**src/rtl/shift_seq_pkg.sv**
```systemverilog
// Shared op codes, FSM states and shift-op decode for the shift_sequencer family.
package shift_seq_pkg;

  localparam logic [2:0] OPC_NOP   = 3'b000;
  localparam logic [2:0] OPC_LOAD  = 3'b001;
  localparam logic [2:0] OPC_SHL   = 3'b010;
  localparam logic [2:0] OPC_SHR   = 3'b011;
  localparam logic [2:0] OPC_ROL   = 3'b100;
  localparam logic [2:0] OPC_ROR   = 3'b101;
  localparam logic [2:0] OPC_ASR   = 3'b110;
  localparam logic [2:0] OPC_CLEAR = 3'b111;

  typedef enum logic [2:0] {
    OP_NOP   = OPC_NOP,
    OP_LOAD  = OPC_LOAD,
    OP_SHL   = OPC_SHL,
    OP_SHR   = OPC_SHR,
    OP_ROL   = OPC_ROL,
    OP_ROR   = OPC_ROR,
    OP_ASR   = OPC_ASR,
    OP_CLEAR = OPC_CLEAR
  } op_e;

  typedef enum logic [1:0] {
    ST_IDLE = 2'd0,
    ST_RUN  = 2'd1,
    ST_DONE = 2'd2
  } state_e;

  // Direction and fill source of a shift/rotate op; shared by serial and barrel paths.
  typedef struct packed {
    logic left;
    logic rotate;
    logic arith;
  } shift_dec_t;

  function automatic logic is_shift_op(input op_e op);
    return (op != OP_NOP) && (op != OP_LOAD) && (op != OP_CLEAR);
  endfunction

  function automatic shift_dec_t decode_op(input op_e op);
    shift_dec_t d;
    d = '0;
    case (op)
      OP_SHL:  d.left = 1'b1;
      OP_ROL:  begin d.left = 1'b1; d.rotate = 1'b1; end
      OP_ROR:  d.rotate = 1'b1;
      OP_ASR:  d.arith = 1'b1;
      default: d = '0;
    endcase
    return d;
  endfunction

endpackage

```
**src/rtl/shift_seq_step.sv**
```systemverilog
// Combinational single-bit shift/rotate step: next register value and carry-out.
module shift_seq_step
  import shift_seq_pkg::*;
#(
  parameter int WIDTH = 16
) (
  input  logic [WIDTH-1:0] i_r,
  input  op_e              i_op,
  input  logic             i_fill_left,
  input  logic             i_fill_right,
  output logic [WIDTH-1:0] o_r,
  output logic             o_carry
);

  shift_dec_t w_dec;
  logic       w_msb_in;

  assign w_dec    = decode_op(i_op);
  assign w_msb_in = w_dec.rotate ? i_r[0] : (w_dec.arith ? i_r[WIDTH-1] : i_fill_left);

  always_comb begin
    o_r     = i_r;
    o_carry = 1'b0;
    if (is_shift_op(i_op)) begin
      if (w_dec.left) begin
        o_r     = {i_r[WIDTH-2:0], (w_dec.rotate ? i_r[WIDTH-1] : i_fill_right)};
        o_carry = i_r[WIDTH-1];
      end else begin
        o_r     = {w_msb_in, i_r[WIDTH-1:1]};
        o_carry = i_r[0];
      end
    end
  end

endmodule

```
**src/rtl/shift_sequencer.sv**
```systemverilog
// Universal shift register with start/busy/done handshake.
// Define SHIFT_SEQ_BARREL_EN to complete shifts in one cycle via a barrel shifter.
module shift_sequencer
  import shift_seq_pkg::*;
#(
  parameter int WIDTH = 16,
  parameter int AMT_W = 5
) (
  input  logic             clk,
  input  logic             rst,
  input  logic [WIDTH-1:0] a,
  input  logic             I_left,
  input  logic             I_right,
  input  logic [2:0]       op,
  input  logic [AMT_W-1:0] amount,
  input  logic             start,
  output logic [WIDTH-1:0] R,
  output logic             carry,
  output logic             busy,
  output logic             done
);

  state_e           r_state, w_state_next;
  logic [WIDTH-1:0] r_data,  w_data_next;
  logic             r_carry, w_carry_next;
  op_e              w_op;

  assign w_op  = op_e'(op);
  assign R     = r_data;
  assign carry = r_carry;
  assign busy  = (r_state == ST_RUN);
  assign done  = (r_state == ST_DONE);

`ifdef SHIFT_SEQ_BARREL_EN
  localparam int EXT_W = 2 * WIDTH + 2;

  shift_dec_t         w_dec;
  logic               w_fill;
  int                 w_rot_k;
  int                 w_sh_n;
  logic [2*WIDTH-1:0] w_rot;
  logic [EXT_W-1:0]   w_ext;
  logic [WIDTH-1:0]   w_bar_data;
  logic               w_bar_carry;

  assign w_dec = decode_op(w_op);

  // Shifts past WIDTH+1 only keep refilling, so the amount saturates there;
  // the extra bit above/below R in w_ext becomes the last bit shifted out.
  always_comb begin
    w_fill      = w_dec.left ? I_right : (w_dec.arith ? r_data[WIDTH-1] : I_left);
    w_rot_k     = int'(amount) % WIDTH;
    w_sh_n      = (int'(amount) > WIDTH + 1) ? WIDTH + 1 : int'(amount);
    w_rot       = '0;
    w_ext       = '0;
    w_bar_data  = r_data;
    w_bar_carry = r_carry;
    if (w_dec.rotate) begin
      if (w_dec.left) begin
        w_rot      = {r_data, r_data} << w_rot_k;
        w_bar_data = w_rot[2*WIDTH-1:WIDTH];
      end else begin
        w_rot      = {r_data, r_data} >> w_rot_k;
        w_bar_data = w_rot[WIDTH-1:0];
      end
      if (amount != '0) w_bar_carry = w_dec.left ? w_bar_data[0] : w_bar_data[WIDTH-1];
    end else if (w_dec.left) begin
      w_ext       = {r_carry, r_data, {(WIDTH+1){w_fill}}} << w_sh_n;
      w_bar_data  = w_ext[2*WIDTH:WIDTH+1];
      w_bar_carry = w_ext[EXT_W-1];
    end else begin
      w_ext       = {{(WIDTH+1){w_fill}}, r_data, r_carry} >> w_sh_n;
      w_bar_data  = w_ext[WIDTH:1];
      w_bar_carry = w_ext[0];
    end
  end
`else
  op_e              r_op,  w_op_next;
  logic [AMT_W-1:0] r_cnt, w_cnt_next;
  logic [WIDTH-1:0] w_step_data;
  logic             w_step_carry;

  shift_seq_step #(.WIDTH(WIDTH)) u_step (
    .i_r          (r_data),
    .i_op         (r_op),
    .i_fill_left  (I_left),
    .i_fill_right (I_right),
    .o_r          (w_step_data),
    .o_carry      (w_step_carry)
  );
`endif

  always_comb begin
    // NOTE: every signal gets a default first so no path can infer a latch.
    w_state_next = r_state;
    w_data_next  = r_data;
    w_carry_next = r_carry;
`ifndef SHIFT_SEQ_BARREL_EN
    w_op_next    = r_op;
    w_cnt_next   = r_cnt;
`endif
    case (r_state)
      ST_RUN: begin
`ifdef SHIFT_SEQ_BARREL_EN
        w_state_next = ST_IDLE;
`else
        w_data_next  = w_step_data;
        w_carry_next = w_step_carry;
        w_cnt_next   = r_cnt - 1'b1;
        if (r_cnt == AMT_W'(1)) w_state_next = ST_DONE;
`endif
      end
      default: begin
        w_state_next = ST_IDLE;
        if (start) begin
          w_state_next = ST_DONE;
          if (is_shift_op(w_op)) begin
`ifdef SHIFT_SEQ_BARREL_EN
            w_data_next  = w_bar_data;
            w_carry_next = w_bar_carry;
`else
            w_op_next  = w_op;
            w_cnt_next = amount;
            if (amount != '0) w_state_next = ST_RUN;
`endif
          end else if (w_op == OP_LOAD) begin
            w_data_next = a;
          end else if (w_op == OP_CLEAR) begin
            w_data_next  = '0;
            w_carry_next = 1'b0;
          end
        end
      end
    endcase
  end

  always_ff @(posedge clk) begin
    // NOTE: non-blocking assignments so every flop samples pre-edge values.
    if (rst) begin
      r_state <= ST_IDLE;
      r_data  <= '0;
      r_carry <= 1'b0;
`ifndef SHIFT_SEQ_BARREL_EN
      r_op    <= OP_NOP;
      r_cnt   <= '0;
`endif
    end else begin
      r_state <= w_state_next;
      r_data  <= w_data_next;
      r_carry <= w_carry_next;
`ifndef SHIFT_SEQ_BARREL_EN
      r_op    <= w_op_next;
      r_cnt   <= w_cnt_next;
`endif
    end
  end

endmodule

```
**config.mk**
```make
export PLATFORM = sky130hd
export DESIGN_NAME = shift_sequencer
export DESIGN_NICKNAME = d
export VERILOG_FILES = /design/src/rtl/shift_seq_pkg.sv /design/src/rtl/shift_seq_step.sv /design/src/rtl/shift_sequencer.sv
export SDC_FILE = /design/constraint.sdc
export NUM_CORES = 1
export LEC_CHECK = 0
export CELL_PAD_IN_SITES_DETAIL_PLACEMENT = 0
export CELL_PAD_IN_SITES_GLOBAL_PLACEMENT = 1
export CORE_UTILIZATION = 39
export CTS_CLUSTER_DIAMETER = 200
export CTS_CLUSTER_SIZE = 30
export DETAILED_ROUTE_END_ITERATION = 7
export GPL_TIMING_DRIVEN = 0
export HOLD_SLACK_MARGIN = 0.12
export PLACE_DENSITY = 0.94
export SLEW_MARGIN = 15
export SYNTH_ARGS = -nofsm -noshare
export SYNTH_HDL_FRONTEND = slang
export SYNTH_SLANG_ARGS = --single-unit
```
**constraint.sdc**
```tcl
create_clock -name clk -period 2.4 [get_ports clk]
set_input_delay 0.6 -clock clk [delete_from_list [all_inputs] [get_ports clk]]
set_output_delay 0.6 -clock clk [all_outputs]
set_load 0.01 [all_outputs]
```
# After elaboration in Yosys (flattened, before gate mapping)
# Cells that the tools add are included.
dict set report op_classes {
  addsub 1
  eq_ne 18
  n_mux 28
  bitwise_logic 1
  n_reduce_logical 18
}
# cell count
set op_table {}
lappend op_table {{$mux W16} 7}
lappend op_table {{$mux W5} 3}
lappend op_table {{$mux W1} 13}
lappend op_table {{$eq A3 B3 Y1 const B} 4}
lappend op_table {{$mux W2} 5}
lappend op_table {{$reduce_bool A3 Y1} 3}
lappend op_table {{$reduce_and A4 Y1} 2}
lappend op_table {{$ne A3 B1 Y1 const B} 2}
lappend op_table {{$ne A3 B3 Y1 const B} 2}
lappend op_table {{$reduce_bool A2 Y1} 3}
lappend op_table {{$eq A5 B1 Y1 const B} 1}
lappend op_table {{$reduce_and A5 Y1} 1}
lappend op_table {{$reduce_bool A5 Y1} 1}
lappend op_table {{$sub A5 B1 Y5 const B} 1}
lappend op_table {{$logic_and A1 B1 Y1} 4}
lappend op_table {{$ne A2 B1 Y1 const B} 2}
lappend op_table {{$ne A2 B2 Y1 const B} 2}
lappend op_table {{$ne A4 B2 Y1 const B} 1}
lappend op_table {{$reduce_or A2 Y1} 2}
lappend op_table {{$eq A3 B1 Y1 const B} 1}
lappend op_table {{$eq A3 B2 Y1 const B} 1}
lappend op_table {{$reduce_and A3 Y1} 1}
lappend op_table {{$eq A2 B1 Y1 const B} 1}
lappend op_table {{$eq A2 B2 Y1 const B} 1}
lappend op_table {{other kinds (2)} 2}
dict set report word_totals {
  register_bits 27
  in_bits 29
  output_inout_bits 19
}

# Logic depth before layout (Yosys ltp)
# Gate-level depths: netlist (run 1).
dict set report logic_depth {
  word_depth 7
  mapped_depth 6
  ltp_nobuf 6
}

# By module
# From an unflattened synthesis (run 1), not the netlist that was laid out.
dict set report hier_totals {
  cells_unflattened 239
  area_unflattened_um2 1956.9
}
# module instances cells_each area_per_inst_um2 seq_area_each_um2
set modules_own_cells {}
lappend modules_own_cells {shift_sequencer 1 149 1317.5 540.5}
lappend modules_own_cells {shift_seq_step 1 90 639.4 0.0}

# Worst setup path after synthesis (run 1)
# Ideal clock, no wire load.
dict set report synth_timing {
  path_type {input-to-reg}
  from {input op[2]}
  to {register r_cnt[2]}
  arrival_ps 1584
  required_ps 2268
  slack_ps 684
  path_stages 6
  cell_sequence {or2_2 > clkbuf_1 > and4_1 > clkbuf_1 > a22oi_1 > a21oi_1}
}
dict set report synth_between {
  elab_chain_len 5
  elab_cells_between_ends 7
  cone_classes {eq/ne (2); reduce/logical (5)}
}
# element line_no
set synth_lines {}
lappend synth_lines {{start: declaration} shift_sequencer.sv:14} ;# input logic [2:0] op,
lappend synth_lines {{$ne A3 B1 Y1 or $reduce_bool A3 Y1 (tied branches)} shift_seq_pkg.sv:38} ;# return (op != OP_NOP) && (op != OP_LOAD) && (op != OP_CLEAR);
lappend synth_lines {{$logic_and A1 B1 Y1} shift_seq_pkg.sv:38}
lappend synth_lines {{$logic_and A1 B1 Y1 (*)} shift_seq_pkg.sv:38}
lappend synth_lines {{$reduce_bool A2 Y1 (no line) (*)} -}
lappend synth_lines {{$reduce_and A2 Y1 (no line) (*)} -}
lappend synth_lines {{end signal: assignment} shift_sequencer.sv:153} ;# r_cnt <= w_cnt_next;
lappend synth_lines {{end: declaration} shift_sequencer.sv:79} ;# logic [AMT_W-1:0] r_cnt, w_cnt_next;
# Mark *: on every way between the ends. The rest lies on a longest branch, timed or not.
# A chain may end at the register's enable or synchronous reset.

# Final worst setup path (run 1)
dict set report layout_timing {
  from {input op[2]}
  to {register r_data[4], in the netlist R[4]}
}
dict set report layout_between {
  elab_chain_len 5
  elab_cells_between_ends 14
  cone_classes {eq/ne (5); mux (4); reduce/logical (5)}
}
# element line_no
set layout_lines {}
lappend layout_lines {{$eq A3 B1 Y1, or another cell as far along} shift_sequencer.sv:126} ;# end else if (w_op == OP_LOAD) begin
lappend layout_lines {{$mux W16 or $logic_and A1 B1 Y1 (tied branches)} {shift_sequencer.sv:126, shift_seq_pkg.sv:38}}
lappend layout_lines {{$mux W16 or $logic_and A1 B1 Y1 (tied branches)} {shift_sequencer.sv:117, shift_seq_pkg.sv:38}}
lappend layout_lines {{$mux W16 or $ne A2 B2 Y1 (tied branches)} -}
lappend layout_lines {{$mux W16 or $reduce_and A4 Y1 (tied branches)} -}
lappend layout_lines {{end signal: assignment} shift_sequencer.sv:149} ;# r_data <= w_data_next;
lappend layout_lines {{end: declaration} shift_sequencer.sv:24} ;# logic [WIDTH-1:0] r_data, w_data_next;
# Several ways; a longest one is shown, not always the timed one. The select of a mux whose other input is x is not followed.

==> impl_metrics.csv, run 1 <==
group,metric,value,unit
clocking,cts_tree,"done",
global_route,grt_max_degree,17,
yosys,ys_seq_area_frac,0.278,
floorplan,die_h,72.6,um
timing,maxSlewHeadroom,0.578,
clocking,clock_path_buffers,2,
yosys,ys_async_sr_fraction,0,
critical_path,criticalPathCategory,"in2reg",
global_route,overflow,0,
route,viasPerCell,5.76,
floorplan,core_area,4750,um2
clocking,cts_inserted_buffers,3,
finish,final_layout_size_suffix_gt1_frac,0.0966,
outcome,outcome,"completed",
power,cellLeakagePower,0.827,nW
global_route,antenna_found_initial,0,
route,vias,2055,
power,ir_drop,0.220,mV
clocking,clk_latency,0.28,ns
yosys,synth_cell_type_count,50,
global_route,grt_util_all_layers,0.220,
yosys,ys.flop_type,"dfxtp_1",
placement,port_buffers,45,
critical_path,cp_data_required_time,2.55,ns
timing,clock_skew,0.00728,ns
timing,period_needed,2.29,ns
floorplan,dieArea,5270,um2
critical_path,cp-end-kind,"register",
yosys,avgSynthCellArea,8.03,um2
route,first_iter_violations,228,
route,drt_pass1_iterations,4,
timing,fmax,436,MHz
global_route,grt_pass1_vias,1839,
placement,place.gp.congestion,0.834,
floorplan,num_io_pins,48,
timing,setup_violations,0,
power,p_total,1.21,mW
clocking,cts_hold_buf,0,
yosys,netlist_instances,242,
finish,areaGrowthSynthToFinish,30.0,%
floorplan,row_count,25,
yosys,netlist_area,1940,um2
yosys,synth_seq_cells,27,
worst_hold_path,hold_class,"reg2reg",
finish,nNetsFinal,322,
placement,place_area,2480,um2
timing,rsz0062_at_grt,"false",
route,wl_per_cell,15.6,um
finish,final_cell_area,2530,um2
finish,fin_util,0.531,
route,drt-total-wl,5560,um
flow_run,max_cap_viol_count,0,
yosys,syn_nets,273,
floorplan,die_width,72.6,um
timing,tns,0,ns
finish,antenna_cells,0,
power,power_density,480,nW/um2
clocking,cts.root.buffer_cell,"clkbuf_8",
timing,slew_viol_final,0,
timing,fin_crit_sh,0.956,
clocking,clock-sinks,27,
critical_path,cp-start-kind,"primary input",
global_route,grt_pass1_wl,9140,um
critical_path,worstPathArrival,2.44,ns
clocking,post-cts-setup-buffers,0,
timing,finalHoldViolations,0,
floorplan,start_util,0.409,
yosys,synth_edf_count,0,
clocking,ctsHtreeMaxLevel,1,
timing,worstMarginPinSlew,0.616,ns
route,drc,0,
critical_path,path_max_fanout,10,
placement,place_hpwl,4130,um
yosys,yosysWarnings,0,
timing,whs,0.491,ns
clocking,clk_pin_slew,0.10,ns
finish,nFillCells,497,
route,ant_nets,0,
==> metal layers <==
metal	vias up	global-route usage	routed length [um]
met5	-	0	0
met4	0	0.0458	53
met3	6	0.0276	245
met2	57	0.341	2560
met1	969	0.327	2700
li1	1023	-	-
==> cell usage in the layout (no fill, tap or decap), types with 2 or more instances in the layout <==
| cell | instances |
|---|---|
| clkbuf_2 | 2 |
| inv_1 | 18 |
| o21ai_0 | 16 |
| nor2b_1 | 2 |
| buf_6 | 2 |
| nor3_1 | 15 |
| o21a_1 | 15 |
| nand4_1 | 2 |
| clkbuf_1 | 14 |
| a22oi_1 | 2 |
| nor2_1 | 7 |
| a2111oi_0 | 11 |
| buf_2 | 6 |
| clkdlybuf4s50_1 | 45 |
| or2_2 | 2 |
| dfxtp_1 | 27 |
| a21oi_1 | 11 |
| nor3b_1 | 3 |
| mux2i_1 | 2 |
| nand3_1 | 7 |
| and4_1 | 16 |
| a2111oi_1 | 5 |
| clkbuf_8 | 3 |
| ha_1 | 2 |
| a221oi_1 | 16 |
| buf_4 | 2 |
| nand2_1 | 10 |
==> kinds of logic after synthesis <==
family / synth area share
adders and majority gates: 0.0129
muxes: 0.0103
xor gates and xnor gates: 0.00837
and+or+nand+nor: 0.250
AOI/OAI and AO/OA: 0.330
DFF: 0.278
buffers and inverters: 0.110
==> final timing paths <==
path                                start                 end  slack (ns)  depth (start not counted)
setup reg to reg  r_state[1]$_SDFFE_PP0P_   R[4]$_SDFFE_PP0P_        0.47                          6
hold reg to reg        carry$_SDFFE_PP0P_  carry$_SDFFE_PP0P_        0.49                          2
setup / recovery                    op[2]   R[4]$_SDFFE_PP0P_        0.11                          6
hold / removal         carry$_SDFFE_PP0P_  carry$_SDFFE_PP0P_        0.49                          2
==> per-stage QoR <==
step           std cells  setup slack [ns]
2_1_floorplan        242             0.684
5_1_grt              357            0.0367
6_report             357             0.106
3_3_place_gp         354            -0.243
4_1_cts              357            0.0733
3_5_place_dp         354            -0.229
==> state kept, by name, indices dropped and copies added (netlist names) <==
register / cells
R: 16
carry: 1
r_cnt: 5
r_op: 3
r_state: 2
==> cells in the mapped netlist (all sizes together), types with 2 or more instances <==
master | n | area [um2]
dfxtp | 27 | 541
a22oi | 2 | 15.0
clkbuf | 17 | 66.3
and4 | 16 | 140
o21ai | 17 | 85.1
or4b | 2 | 20.0
nand2b | 2 | 20.0
o21a | 15 | 113
nand3 | 8 | 45.0
ha | 2 | 25.0
buf | 11 | 71.3
nor2 | 8 | 32.5
mux2i | 2 | 20.0
inv | 18 | 67.6
a21oi | 11 | 55.1
nor3 | 16 | 91.3
a221oi | 16 | 140
nor2b | 2 | 12.5
nand4 | 2 | 12.5
nor3b | 3 | 22.5
o211ai | 2 | 28.8
nand2 | 11 | 43.8
a2111oi | 16 | 140
or2 | 2 | 12.5
==> repair_timing <==
item,CTS,global route
endpoints found under the setup margin,1,5
gates resized for setup,0,5
endpoints found under the hold margin,0,0
==> power breakdown <==
group | internal [mW] | switching, mW | total [mW] | leakage (nW)
Combinational | 0.196 | 0.226 | 0.422 | 0.581
Sequential | 0.487 | 0.0318 | 0.519 | 0.221
Clock | 0.117 | 0.155 | 0.272 | 0.0255
Total | 0.800 | 0.413 | 1.21 | 0.827
==> critical path, stage by stage <==
cell	delay, ns
clkdlybuf4s50_1	0.55
nor2_2	0.12
clkbuf_1	0.22
and4_1	0.25
a2111oi_1	0.55
a221oi_1	0.15
==> layout make-up <==
type / instances / area [um2] / share of cell area
Multi-Input combinational cell: 168 / 1190 / 0.473
Sequential cell: 27 / 541 / 0.214
Timing Repair Buffer: 45 / 450 / 0.178
Buffer: 27 / 134 / 0.0530
Tap cell: 67 / 83.8 / 0.0332
Inverter: 19 / 76.3 / 0.0302
Clock buffer: 3 / 41.3 / 0.0163
Clock inverter: 1 / 5.00 / 0.00198
Note: power is estimated with default switching activity, not from simulation.
==> inputs of run 2 (changes only) <==
- CTS_CLUSTER_DIAMETER: 200 -> default
==> results of run 2 <==
Same layout as run 1: the final DEF is identical, and so are final timing and power.
